$ cat config.mk
export PLATFORM = sky130hd
export DESIGN_NAME = wash_sequencer
export DESIGN_NICKNAME = d
export VERILOG_FILES = /design/src/rtl/wash_sequencer.sv
export SDC_FILE = /design/constraint.sdc
export NUM_CORES = 1
export LEC_CHECK = 0
export ABC_CLOCK_PERIOD_IN_PS = 3150
export CORE_UTILIZATION = 50
export CTS_BUF_LIST = sky130_fd_sc_hd__clkbuf_4
export CTS_CLUSTER_SIZE = 28
export DETAILED_ROUTE_END_ITERATION = 10
export PLACE_DENSITY = 0.79
export SYNTH_ARGS = -nofsm -noshare
export SYNTH_HDL_FRONTEND = slang
export SYNTH_SLANG_ARGS = --single-unit
$ cat constraint.sdc
create_clock -name clk -period 3.15 [get_ports clk]
set_clock_uncertainty 0.15 [all_clocks]
set_input_delay 0.63 -clock clk [delete_from_list [all_inputs] [get_ports clk]]
set_output_delay 0.63 -clock clk [all_outputs]
set_load 0.02 [all_outputs]
$ cat src/rtl/wash_sequencer.sv
// rtl/wash_sequencer.sv - program executor running wash/rinse/spin phase sequences on a 1 s tick
module wash_sequencer #(
  parameter logic [7:0] WASH_T  = 8'd9,
  parameter logic [7:0] RINSE_T = 8'd6,
  parameter logic [7:0] SPIN_T  = 8'd3,
  parameter logic [7:0] BUZZ_T  = 8'd2
) (
  input  logic       clk,
  input  logic       reset,
  input  logic       power_led,
  input  logic       start_pause,
  input  logic       tick_1s,
  input  logic [2:0] model_now,
  output logic [2:0] cur_phase,
  output logic       running,
  output logic [7:0] remain_time,
  output logic       motor_on,
  output logic       water_in,
  output logic       drain,
  output logic       buzzer,
  output logic       if_finish
);

  typedef enum logic [2:0] {
    IDLE  = 3'd0,
    WASH  = 3'd1,
    RINSE = 3'd2,
    SPIN  = 3'd3,
    DONE  = 3'd4
  } phase_e;

  // Phase membership per program as {wash, rinse, spin}; codes 6/7 fall back to program 0.
  function automatic logic [2:0] prog_mask(input logic [2:0] code);
    case (code)
      3'd1:    prog_mask = 3'b100;
      3'd2:    prog_mask = 3'b110;
      3'd3:    prog_mask = 3'b010;
      3'd4:    prog_mask = 3'b011;
      3'd5:    prog_mask = 3'b001;
      default: prog_mask = 3'b111;
    endcase
  endfunction

  function automatic logic [7:0] prog_total(input logic [2:0] mask);
    logic [7:0] t;
    t = 8'd0;
    if (mask[2]) t = t + WASH_T;
    if (mask[1]) t = t + RINSE_T;
    if (mask[0]) t = t + SPIN_T;
    return t;
  endfunction

  // First listed phase strictly after cur; from IDLE this is the program's first phase.
  function automatic phase_e next_phase(input logic [2:0] mask, input phase_e cur);
    phase_e n;
    n = DONE;
    case (cur)
      IDLE: begin
        if (mask[2])      n = WASH;
        else if (mask[1]) n = RINSE;
        else if (mask[0]) n = SPIN;
      end
      WASH: begin
        if (mask[1])      n = RINSE;
        else if (mask[0]) n = SPIN;
      end
      RINSE: begin
        if (mask[0])      n = SPIN;
      end
      default: n = DONE;
    endcase
    return n;
  endfunction

  function automatic logic [7:0] phase_dur(input phase_e p);
    case (p)
      WASH:    phase_dur = WASH_T;
      RINSE:   phase_dur = RINSE_T;
      SPIN:    phase_dur = SPIN_T;
      default: phase_dur = 8'd0;
    endcase
  endfunction

  phase_e     phase_q, phase_d;
  logic       running_q, running_d;
  logic [7:0] remain_q, remain_d;
  logic [7:0] cnt_q, cnt_d;
  logic [7:0] buzz_q, buzz_d;
  logic [2:0] prog_q, prog_d;
  logic       finish_q, finish_d;
  logic       motor_q, motor_d;
  logic       water_q, water_d;
  logic       drain_q, drain_d;
  logic       buzzer_q, buzzer_d;
  logic       tick_ok;

  // A tick only counts while running and not coincident with a start/pause toggle.
  assign tick_ok = running_q && !start_pause && tick_1s;

  // State register with asynchronous clear.
  always_ff @(posedge clk or negedge reset) begin
    if (!reset) begin
      phase_q   <= IDLE;
      running_q <= 1'b0;
      remain_q  <= 8'd0;
      cnt_q     <= 8'd0;
      buzz_q    <= 8'd0;
      prog_q    <= 3'd0;
      finish_q  <= 1'b0;
      motor_q   <= 1'b0;
      water_q   <= 1'b0;
      drain_q   <= 1'b0;
      buzzer_q  <= 1'b0;
    end else begin
      phase_q   <= phase_d;
      running_q <= running_d;
      remain_q  <= remain_d;
      cnt_q     <= cnt_d;
      buzz_q    <= buzz_d;
      prog_q    <= prog_d;
      finish_q  <= finish_d;
      motor_q   <= motor_d;
      water_q   <= water_d;
      drain_q   <= drain_d;
      buzzer_q  <= buzzer_d;
    end
  end

  // Next-state logic; enables are decoded from the next state so every output is registered.
  always_comb begin
    phase_d   = phase_q;
    running_d = running_q;
    remain_d  = remain_q;
    cnt_d     = cnt_q;
    buzz_d    = buzz_q;
    prog_d    = prog_q;
    finish_d  = finish_q;

    if (!power_led) begin
      phase_d   = IDLE;
      running_d = 1'b0;
      remain_d  = 8'd0;
      cnt_d     = 8'd0;
      buzz_d    = 8'd0;
      prog_d    = 3'd0;
      finish_d  = 1'b0;
    end else begin
      case (phase_q)
        IDLE: begin
          running_d = 1'b0;
          finish_d  = 1'b0;
          buzz_d    = 8'd0;
          remain_d  = prog_total(prog_mask(model_now));
          if (start_pause) begin
            prog_d    = (model_now > 3'd5) ? 3'd0 : model_now;
            phase_d   = next_phase(prog_mask(model_now), IDLE);
            cnt_d     = phase_dur(phase_d);
            running_d = 1'b1;
          end
        end
        WASH, RINSE, SPIN: begin
          if (start_pause) running_d = !running_q;
          if (tick_ok) begin
            if (remain_q != 8'd0) remain_d = remain_q - 8'd1;
            if (cnt_q <= 8'd1) begin
              phase_d = next_phase(prog_mask(prog_q), phase_q);
              if (phase_d == DONE) begin
                running_d = 1'b0;
                cnt_d     = 8'd0;
                remain_d  = 8'd0;
                buzz_d    = BUZZ_T;
                finish_d  = 1'b1;
              end else begin
                cnt_d = phase_dur(phase_d);
              end
            end else begin
              cnt_d = cnt_q - 8'd1;
            end
          end
        end
        DONE: begin
          running_d = 1'b0;
          remain_d  = 8'd0;
          finish_d  = 1'b1;
          if (start_pause) begin
            phase_d  = IDLE;
            finish_d = 1'b0;
            buzz_d   = 8'd0;
          end else if (tick_1s && buzz_q != 8'd0) begin
            buzz_d = buzz_q - 8'd1;
          end
        end
        default: begin
          phase_d   = IDLE;
          running_d = 1'b0;
        end
      endcase
    end

    motor_d  = running_d && (phase_d == WASH || phase_d == RINSE || phase_d == SPIN);
    water_d  = running_d && (phase_d == WASH || phase_d == RINSE);
    drain_d  = running_d && (phase_d == SPIN);
    buzzer_d = (phase_d == DONE) && (buzz_d != 8'd0);
  end

  assign cur_phase   = phase_q;
  assign running     = running_q;
  assign remain_time = remain_q;
  assign motor_on    = motor_q;
  assign water_in    = water_q;
  assign drain       = drain_q;
  assign buzzer      = buzzer_q;
  assign if_finish   = finish_q;

endmodule

### After elaboration in Yosys (flattened, before gate mapping)

Index checks and enable logic that the tools add are counted.

| storage, ports and cells | value |
|---|---|
| register bits after elaboration | 36 |
| bits of input ports | 8 |
| output and inout port bits | 17 |
| word-level logic and storage cells | 147 |

| cells by class | value |
|---|---|
| add/sub/neg operators | 5 |
| magnitude comparators | 2 |
| equal/unequal tests | 33 |
| muxes and demuxes | 76 |
| reductions and logical operators | 20 |

Operator list:

| cell | number |
|---|---|
| 2-to-1 mux 8 bit | 21 |
| 2-to-1 mux 3 bit | 31 |
| case mux 8 bit (3 select lines) | 2 |
| equality test 3 x 2 -> 1 bit (second input constant) | 12 |
| case mux 3 bit (5 select lines) | 2 |
| case mux 4 bit (3 select lines) | 2 |
| nonzero test 8 bit | 3 |
| subtractor 8 x 1 -> 8 bit (second input constant) | 3 |
| equality test 3 bit (second input constant) | 7 |
| equality test 3 x 1 -> 1 bit (second input constant) | 6 |
| case mux 3 bit (3 select lines) | 2 |
| case mux 8 bit (2 select lines) | 1 |
| != test 3 bit (second input constant) | 4 |
| 2-to-1 mux 1 bit | 11 |
| adder 8 x 2 -> 8 bit (second input constant) | 1 |
| adder 8 x 3 -> 8 bit (second input constant) | 1 |
| <= comparator 8 x 1 -> 1 bit (second input constant) | 1 |
| 2-to-1 mux 4 bit | 2 |
| logical AND 1 bit | 7 |
| != test 2 x 1 -> 1 bit (second input constant) | 2 |
| != test 4 x 1 -> 1 bit (second input constant) | 1 |
| AND reduction 2 bit | 2 |
| AND reduction 4 bit | 1 |
| greater-than comparator 3 bit (second input constant) | 1 |
| other kinds (8) | 10 |

### Logic depth before layout (Yosys ltp)

Gate-level depths: netlist (run 1).

| logic depth | value |
|---|---|
| depth in word-level cells | 22 |
| mapped depth | 9 |
| gate-level depth less buffers | 9 |

### Worst setup path after synthesis (run 1)

OpenSTA, ideal clock, no wires.

| path | value |
|---|---|
| kind | reg-to-reg |
| from | register cnt_q[2] |
| to | register buzzer_q (netlist: buzzer) |
| setup time | 0.131 ns |
| arrival | 2.267 ns |
| required time | 2.869 ns |
| path slack | 0.602 ns |
| stages on the path, launching flop included | 8 |
| buffers on the path | 0 |
| period minus slack after synthesis | 2.548 ns |
| path through | dfrtp_1 -> or4_4 -> or4_4 -> nor2_4 -> o22a_4 -> a311oi_4 -> nor4_1 -> a31oi_1 |

| on the way | value |
|---|---|
| cells in the longest elaborated chain, start to end | 7 |
| elaborated cells on any way between the ends | 12 |
| those cells by class | order compare: 1; eq/ne: 1; mux: 8; reduce/logical: 2 |

RTL lines:

| element | RTL line | RTL |
|---|---|---|
| from (decl) | 87 | `logic [7:0] cnt_q, cnt_d;` |
| from (signal assigned) | 118 | `cnt_q <= cnt_d;` |
| <= comparator 8 x 1 -> 1 bit | 165 | `if (cnt_q <= 8'd1) begin` |
| 2-to-1 mux 8 bit | 165 |  |
| 2-to-1 mux 8 bit | 163 | `if (tick_ok) begin` |
| case mux 8 bit (3 select lines) | 148 | `case (phase_q)` |
| 2-to-1 mux 8 bit | 139 | `if (!power_led) begin` |
| net buzz_d[2] | 88 | `logic [7:0] buzz_q, buzz_d;` |
| nonzero test 8 bit | 203 | `buzzer_d = (phase_d == DONE) && (buzz_d != 8'd0);` |
| logical AND 1 bit | 203 |  |
| net buzzer_d | 94 | `logic buzzer_q, buzzer_d;` |
| to (signal assigned) | 125 | `buzzer_q <= buzzer_d;` |
| to (decl) | 94 |  |

The timed path passes the listed nets, and every way through them passes these cells.
A chain may end at the register's enable or synchronous reset.

### Worst setup path in the final report (run 1)

| path | value |
|---|---|
| from | register buzz_q[0] |
| to | register buzzer_q (netlist: buzzer) |

| on the way | value |
|---|---|
| cells in the longest elaborated chain, start to end | 8 |
| elaborated cells on any way between the ends | 12 |
| those cells by class | add/sub: 1; mux: 7; reduce/logical: 4 |

RTL lines:

| element | RTL line | RTL |
|---|---|---|
| from (decl) | 88 |  |
| from (signal assigned) | 119 | `buzz_q <= buzz_d;` |
| branches (longest 2 deep; another with subtractor 8 x 1 -> 8 bit) | - |  |
| 2-to-1 mux 8 bit * | 189 | `end else if (tick_1s && buzz_q != 8'd0) begin` |
| 2-to-1 mux 8 bit * | 185 | `if (start_pause) begin` |
| case mux 8 bit (3 select lines) * | 148 |  |
| 2-to-1 mux 8 bit * | 139 |  |
| net buzz_d[1] | 88 |  |
| nonzero test 8 bit * | 203 |  |
| logical AND 1 bit * | 203 |  |
| net buzzer_d | 94 |  |

Mark *: on every way through the listed nets, which the timed path passes.

==> flow_summary_export.csv, run 1 <==
group,metric,value,unit
run_status,status,"finished clean",
timing,slew_violations,0,
flow_run,cap_violations,0,
synthesis,syn-instance-count,293,
critical_path,required,3.23,ns
timing,fin_setup_tns,0,ns
placement,hpwl,4.34,mm
finish,final_util,60.2,%
synthesis,async_flop_share,100,%
synthesis,synth_seq_cells,36,
critical_path,worst_path_largest_cell_delay,0.65,ns
timing,grt_setup_unrepaired,"no",
clock_tree,clock_path_buffers,2,
worst_hold_path,hp-class,"in2async",
clock_tree,insertion_delay,0.34,ns
clock_tree,cts_setup_buffers,0,
power_and_ir_drop,power_density,444,nW/µm²
timing,setup_violations,0,
clock_tree,path_clk_slew,0.11,ns
grt,grt_remaining_overflow,0,
critical_path,crit_path_end_kind,"register",
power_and_ir_drop,seq_power_share,43.5,%
synthesis,yosysSeqAreaShare,36.9,%
floorplanning,die-height,71.9,µm
timing,worst_pin_slew,0.802,ns
clock_tree,cts_tree,"yes",
power_and_ir_drop,power_switching,0.485,mW
clock_tree,cts.sinks,36,
synthesis,synth_warnings,0,
critical_path,critical_path_class,"reg2reg",
clock_tree,cts_resized,0,
synthesis,syn_area,2440,µm²
grt,antenna_found_initial,0,
placement,place_area,2790,µm²
critical_path,cp.arrival,2.92,ns
routing,drt-initial-drc-count,142,
placement,dp_cells,386,
critical_path,critPathLaunch,"buzz_q[0]",
floorplanning,coreArea,4720,µm²
finish,area_growth,16.6,%
placement,portBuffers,24,
power_and_ir_drop,clockPowerShare,18.6,%
clock_tree,cts_hold_buf,0,
finish,layout-drive-gt1-share,10.1,%
power_and_ir_drop,power_switching_share,38.4,%
finish,final_nets,344,
grt,track_usage,24.6,%
synthesis,synth_edf_count,0,
finish,antenna_cells,0,
floorplanning,start_util,51.7,%
critical_path,crit_family,"compound AO/OA/AOI/OAI gates",
routing,post_drt_wl_per_cell,15.1,µm
synthesis,ys_types,59,
floorplanning,die_w,71.9,µm
floorplanning,row_count,25,
placement,gp_congestion,0.861,
clock_tree,htreeDepth,2,
power_and_ir_drop,p_int,0.778,mW
synthesis,avgSynthCellArea,8.33,µm²
routing,avgViaCountPerCell,6.02,
clock_tree,root_buffer,"clkbuf_4",
critical_path,cp_max_fo,5,
critical_path,reg2reg_setup_slack,0.31,ns
clock_tree,cts_made_buffers,5,
routing,totalWireLength,5.93,mm
routing,route.detailed.drc,0,
timing,period_share,90.0,%
timing,fmax,353,MHz
critical_path,cp_num_buf_inv,1,
grt,grt_pass1_wl,9.94,mm
grt,grt_pass1_vias,2187,
placement,pre_cts_ws,0.153,ns
critical_path,slowest_stage,"or4b_2",
routing,vias,2373,
synthesis,yosys_most_used_dff,"dfrtp_1",
critical_path,worstPathCellList,"inv_1, ha_1, or4b_2, o21a_1, o211a_1, o22ai_1, a211oi_2, nor4_1, a31oi_1",
grt,grt_max_degree,37,
critical_path,timing.rr.start,"buzz_q[0]",
critical_path,critPathLaunchType,"register",
finish,instances_no_fill,394,
timing,fin_crit,2.84,ns
routing,drtPass1Iterations,4,
floorplanning,io_pins,25,
power_and_ir_drop,leakage,1.21,nW
timing,hold_violations,0,
timing,slew_headroom,46.5,%
finish,fillers,421,
timing,worst_slack,0.314,ns
routing,postRouteAntennaNets,0,
power_and_ir_drop,ir_drop,226,µV
synthesis,syn_nets,311,
finish,final_area,2840,µm²
floorplanning,die_area,5160,µm²
power_and_ir_drop,combPwrFrac,37.9,%
[layer usage]
layer | routed length, µm | global-route usage [%] | vias to the layer above
li1 | - | - | 1152
met1 | 2840 | 33.9 | 1148
met2 | 2720 | 39.0 | 63
met3 | 283 | 4.64 | 10
met4 | 81 | 8.50 | 0
met5 | 0 | 0 | -
[power by group through the flow]
stage	combinational (mW)	sequential, mW	clock [mW]
final	0.479	0.550	0.235
after global routing	0.527	0.557	0.262
after CTS	0.476	0.549	0.237
after detailed placement	0.472	0.558	0
after global placement	0.464	0.557	0
after floorplan	0.286	0.579	0
[logic make-up (layout without fill, tap and decap cells)]
family	after synthesis	in the layout	share of synthesized area, %
flops	36	36	36.9
xor+xnor	4	4	1.44
buf+inv	25	59	4.26
simple gates	122	122	24.7
mux	2	2	0.821
compound gates	94	94	26.8
fa+ha+maj	10	10	5.13
[path summary, 6_finish.rpt]
kind	end	cells past startpoint
worst max-delay path	buzzer	9
worst min-delay path	prog_q[1]	1
worst max register to register	buzzer	9
worst min register to register	cnt_q[7]	1
max in group asynchronous	remain_time[7]	1
min in group clk	cnt_q[7]	1
[sequential cells by signal, indices dropped and copies added, names as in the netlist, 3 cells and up]
register,cells
buzz_q,8
cnt_q,8
cur_phase,3
prog_q,3
remain_time,8
[synthesized netlist by cell type, types with 3 or more instances]
master / count / area [µm²]
inv_1: 19 / 71.3
a221oi_1: 3 / 26.3
a21oi_1: 18 / 90.1
a31oi_1: 11 / 68.8
o22ai_1: 4 / 25.0
nor3_1: 9 / 45.0
nand2_1: 30 / 113
or3_1: 3 / 18.8
nor2_1: 37 / 139
o21ai_0: 20 / 100
or2_2: 3 / 18.8
nand3_1: 10 / 50.1
nand2b_1: 5 / 31.3
nor4_1: 6 / 37.5
o21a_1: 6 / 45.0
o211ai_1: 3 / 22.5
dfrtp_1: 36 / 901
ha_1: 10 / 125
nand4_1: 4 / 25.0
o31ai_1: 3 / 22.5
[worst register-to-register path: stages (launching register included)]
cell      delay [ns]
dfrtp_1         0.43
inv_1           0.13
ha_1            0.16
or4b_2          0.65
o21a_1          0.29
o211a_1         0.25
o22ai_1         0.18
a211oi_2        0.09
nor4_1          0.27
a31oi_1         0.12
[through the flow]
step / hold WS (ns) / power [mW]
2_1_floorplan: 0.184 / 0.865
3_3_place_gp: 0.344 / 1.02
3_5_place_dp: 0.357 / 1.03
4_1_cts: 0.238 / 1.26
5_1_grt: 0.262 / 1.35
6_report: 0.215 / 1.26
[cell usage in the layout (no fill, tap or decap), types with 3 or more instances in the layout]
cell / synthesis / routed
buf_4: 1 / 8
nand2b_1: 5 / 5
a21oi_1: 18 / 18
nand2_1: 30 / 30
o21a_1: 6 / 6
nand3_1: 10 / 10
nand4_1: 4 / 4
clkdlybuf4s50_1: 0 / 23
clkbuf_4: 1 / 5
dfrtp_1: 36 / 36
o22ai_1: 4 / 4
a221oi_1: 3 / 3
nor3_1: 9 / 9
nor4_1: 6 / 6
o21ai_0: 20 / 20
a31oi_1: 11 / 11
o211ai_1: 3 / 3
ha_1: 10 / 10
or3_1: 3 / 3
nor2_1: 37 / 37
inv_1: 19 / 19
or2_2: 3 / 3
o31ai_1: 3 / 3
[area by class of cell]
class                           instances  area, µm²  share of cell area, %
Inverter                               19       71.3                   2.51
Clock buffer                            5       37.5                   1.32
Timing Repair Buffer                   32        295                   10.4
Multi-Input combinational cell        232       1440                   50.7
Sequential cell                        36        901                   31.7
Tap cell                               67       83.8                   2.95
Clock inverter                          3       13.8                  0.484
Note: power is estimated with default switching activity, not from simulation.
==> run 2, diff against run 1 <==
- CORE_MARGIN: not set -> 2
==> flow_summary_export.csv, run 2 (synthesis results as in run 1) <==
group,metric,value,unit
power_and_ir_drop,total_power,1.25,mW
critical_path,slowest_stage,"or4b_2",
critical_path,critical_path_class,"reg2reg",
finish,multi_input_area,1440,µm²
clock_tree,cts_resized,0,
clock_tree,cts.sinks,36,
timing,slew_violations,0,
placement,pre_cts_ws,0.146,ns
routing,drt-initial-drc-count,186,
grt,grt_remaining_overflow,0,
finish,layout-drive-gt1-share,9.51,%
clock_tree,root_buffer,"clkbuf_4",
floorplanning,die_area,5450,µm²
finish,final_nets,344,
floorplanning,die-height,73.9,µm
clock_tree,cts_hold_buf,0,
clock_tree,cts_made_buffers,5,
timing,fin_crit,2.87,ns
critical_path,cp.arrival,2.93,ns
routing,post_drt_wl_per_cell,15.0,µm
placement,portBuffers,24,
timing,worst_slack,0.279,ns
floorplanning,coreArea,4720,µm²
placement,place_area,2790,µm²
finish,final_area,2840,µm²
clock_tree,clock_path_buffers,2,
critical_path,crit_path_end_kind,"register",
routing,drtPass1Iterations,6,
critical_path,worstPathCellList,"inv_1, ha_1, or4b_2, o21a_1, o211a_1, o22ai_1, a211oi_2, nor4_1, a31oi_1",
power_and_ir_drop,power_density,442,nW/µm²
timing,hold_violations,0,
finish,instances_no_fill,393,
flow_run,cap_violations,0,
finish,final_cell_mix,"37 x nor2_1, 36 x dfrtp_1, 30 x nand2_1, 23 x clkdlybuf4s50_1, 20 x o21ai_0",
clock_tree,path_clk_slew,0.10,ns
placement,dp_cells,386,
routing,route.detailed.drc,0,
clock_tree,cts_setup_buffers,0,
clock_tree,htreeDepth,2,
critical_path,worst_path_largest_cell_delay,0.65,ns
routing,totalWireLength,5.88,mm
clock_tree,cts_tree,"yes",
finish,seqCellArea,901,µm²
power_and_ir_drop,ir_drop,247,µV
floorplanning,io_pins,25,
routing,avgViaCountPerCell,5.99,
timing,period_share,91.1,%
floorplanning,die_w,73.9,µm
timing,setup_violations,0,
timing,slew_headroom,46.4,%
floorplanning,row_count,25,
finish,fillers,416,
timing,fin_setup_tns,0,ns
finish,mostFrequentLayoutCell,"nor2_1",
grt,antenna_found_initial,0,
routing,vias,2354,
worst_hold_path,hp-class,"in2async",
timing,worst_pin_slew,0.805,ns
timing,fmax,348,MHz
critical_path,reg2reg_depth,9,
grt,grt_max_degree,37,
placement,hpwl,4.27,mm
run_status,status,"finished clean",
critical_path,cp_max_fo,7,
finish,antenna_cells,0,
grt,track_usage,23.7,%
grt,grt_pass1_wl,10.1,mm
placement,gp_congestion,0.931,
finish,area_growth,16.3,%
power_and_ir_drop,leakage,1.20,nW
timing,grt_setup_unrepaired,"no",
floorplanning,start_util,51.7,%
critical_path,critPathLaunchType,"register",
routing,postRouteAntennaNets,0,
clock_tree,insertion_delay,0.34,ns
critical_path,required,3.21,ns
grt,grt_pass1_vias,2202,
critical_path,reg2reg_setup_slack,0.28,ns
-- run 2: final cells by class --
type	count	area share [%]
multi-input combinational	232	50.8
sequential	36	31.7
timing repair buffer	32	10.4
tap	67	2.95
inverter	19	2.51
clock buffer	5	1.32
clock inverter	2	0.265
-- run 2: path summary, 6_finish.rpt --
| kind | startpoint | endpoint |
|---|---|---|
| min | reset | drain |
| max | buzz_q[1] | buzzer |
| max in group asynchronous | reset | cnt_q[0] |
| min in group clk | cnt_q[7] | cnt_q[7] |
| min reg2reg | cnt_q[7] | cnt_q[7] |
| max reg2reg | buzz_q[1] | buzzer |
-- run 2: where the power goes --
group,internal (mW),switching [mW],leakage [nW]
Clock,0.0780,0.150,0.0261
Sequential,0.500,0.0492,0.488
Combinational,0.197,0.280,0.689
Total,0.774,0.479,1.20
-- run 2: layer usage --
metal,share of wire [%],track usage (%),routed length (µm),vias up
met4,2.0,7.47,117,0
met5,0,0,0,-
met2,44,37.0,2610,89
li1,-,-,-,1152
met3,5.8,4.12,344,16
met1,48,33.4,2800,1097
-- run 2: worst max-delay path, delay by kind of cell, from the launching register on --
family,cells,cell delay [ns]
AND/OR/NAND/NOR,2,0.93
AO/OA/AOI/OAI,5,0.92
flip-flops,1,0.48
adder cells (fa/ha/maj),1,0.15
buffers and inverters,1,0.12
-- run 2: per-stage QoR --
| step | util (%) | hold slack [ns] |
|---|---|---|
| 3_3_place_gp | 59.1 | 0.346 |
| 6_report | 60.1 | 0.224 |
| 5_1_grt | 60.1 | 0.282 |
| 2_1_floorplan | - | 0.184 |
| 4_1_cts | 60.1 | 0.240 |
| 3_5_place_dp | 59.1 | 0.361 |
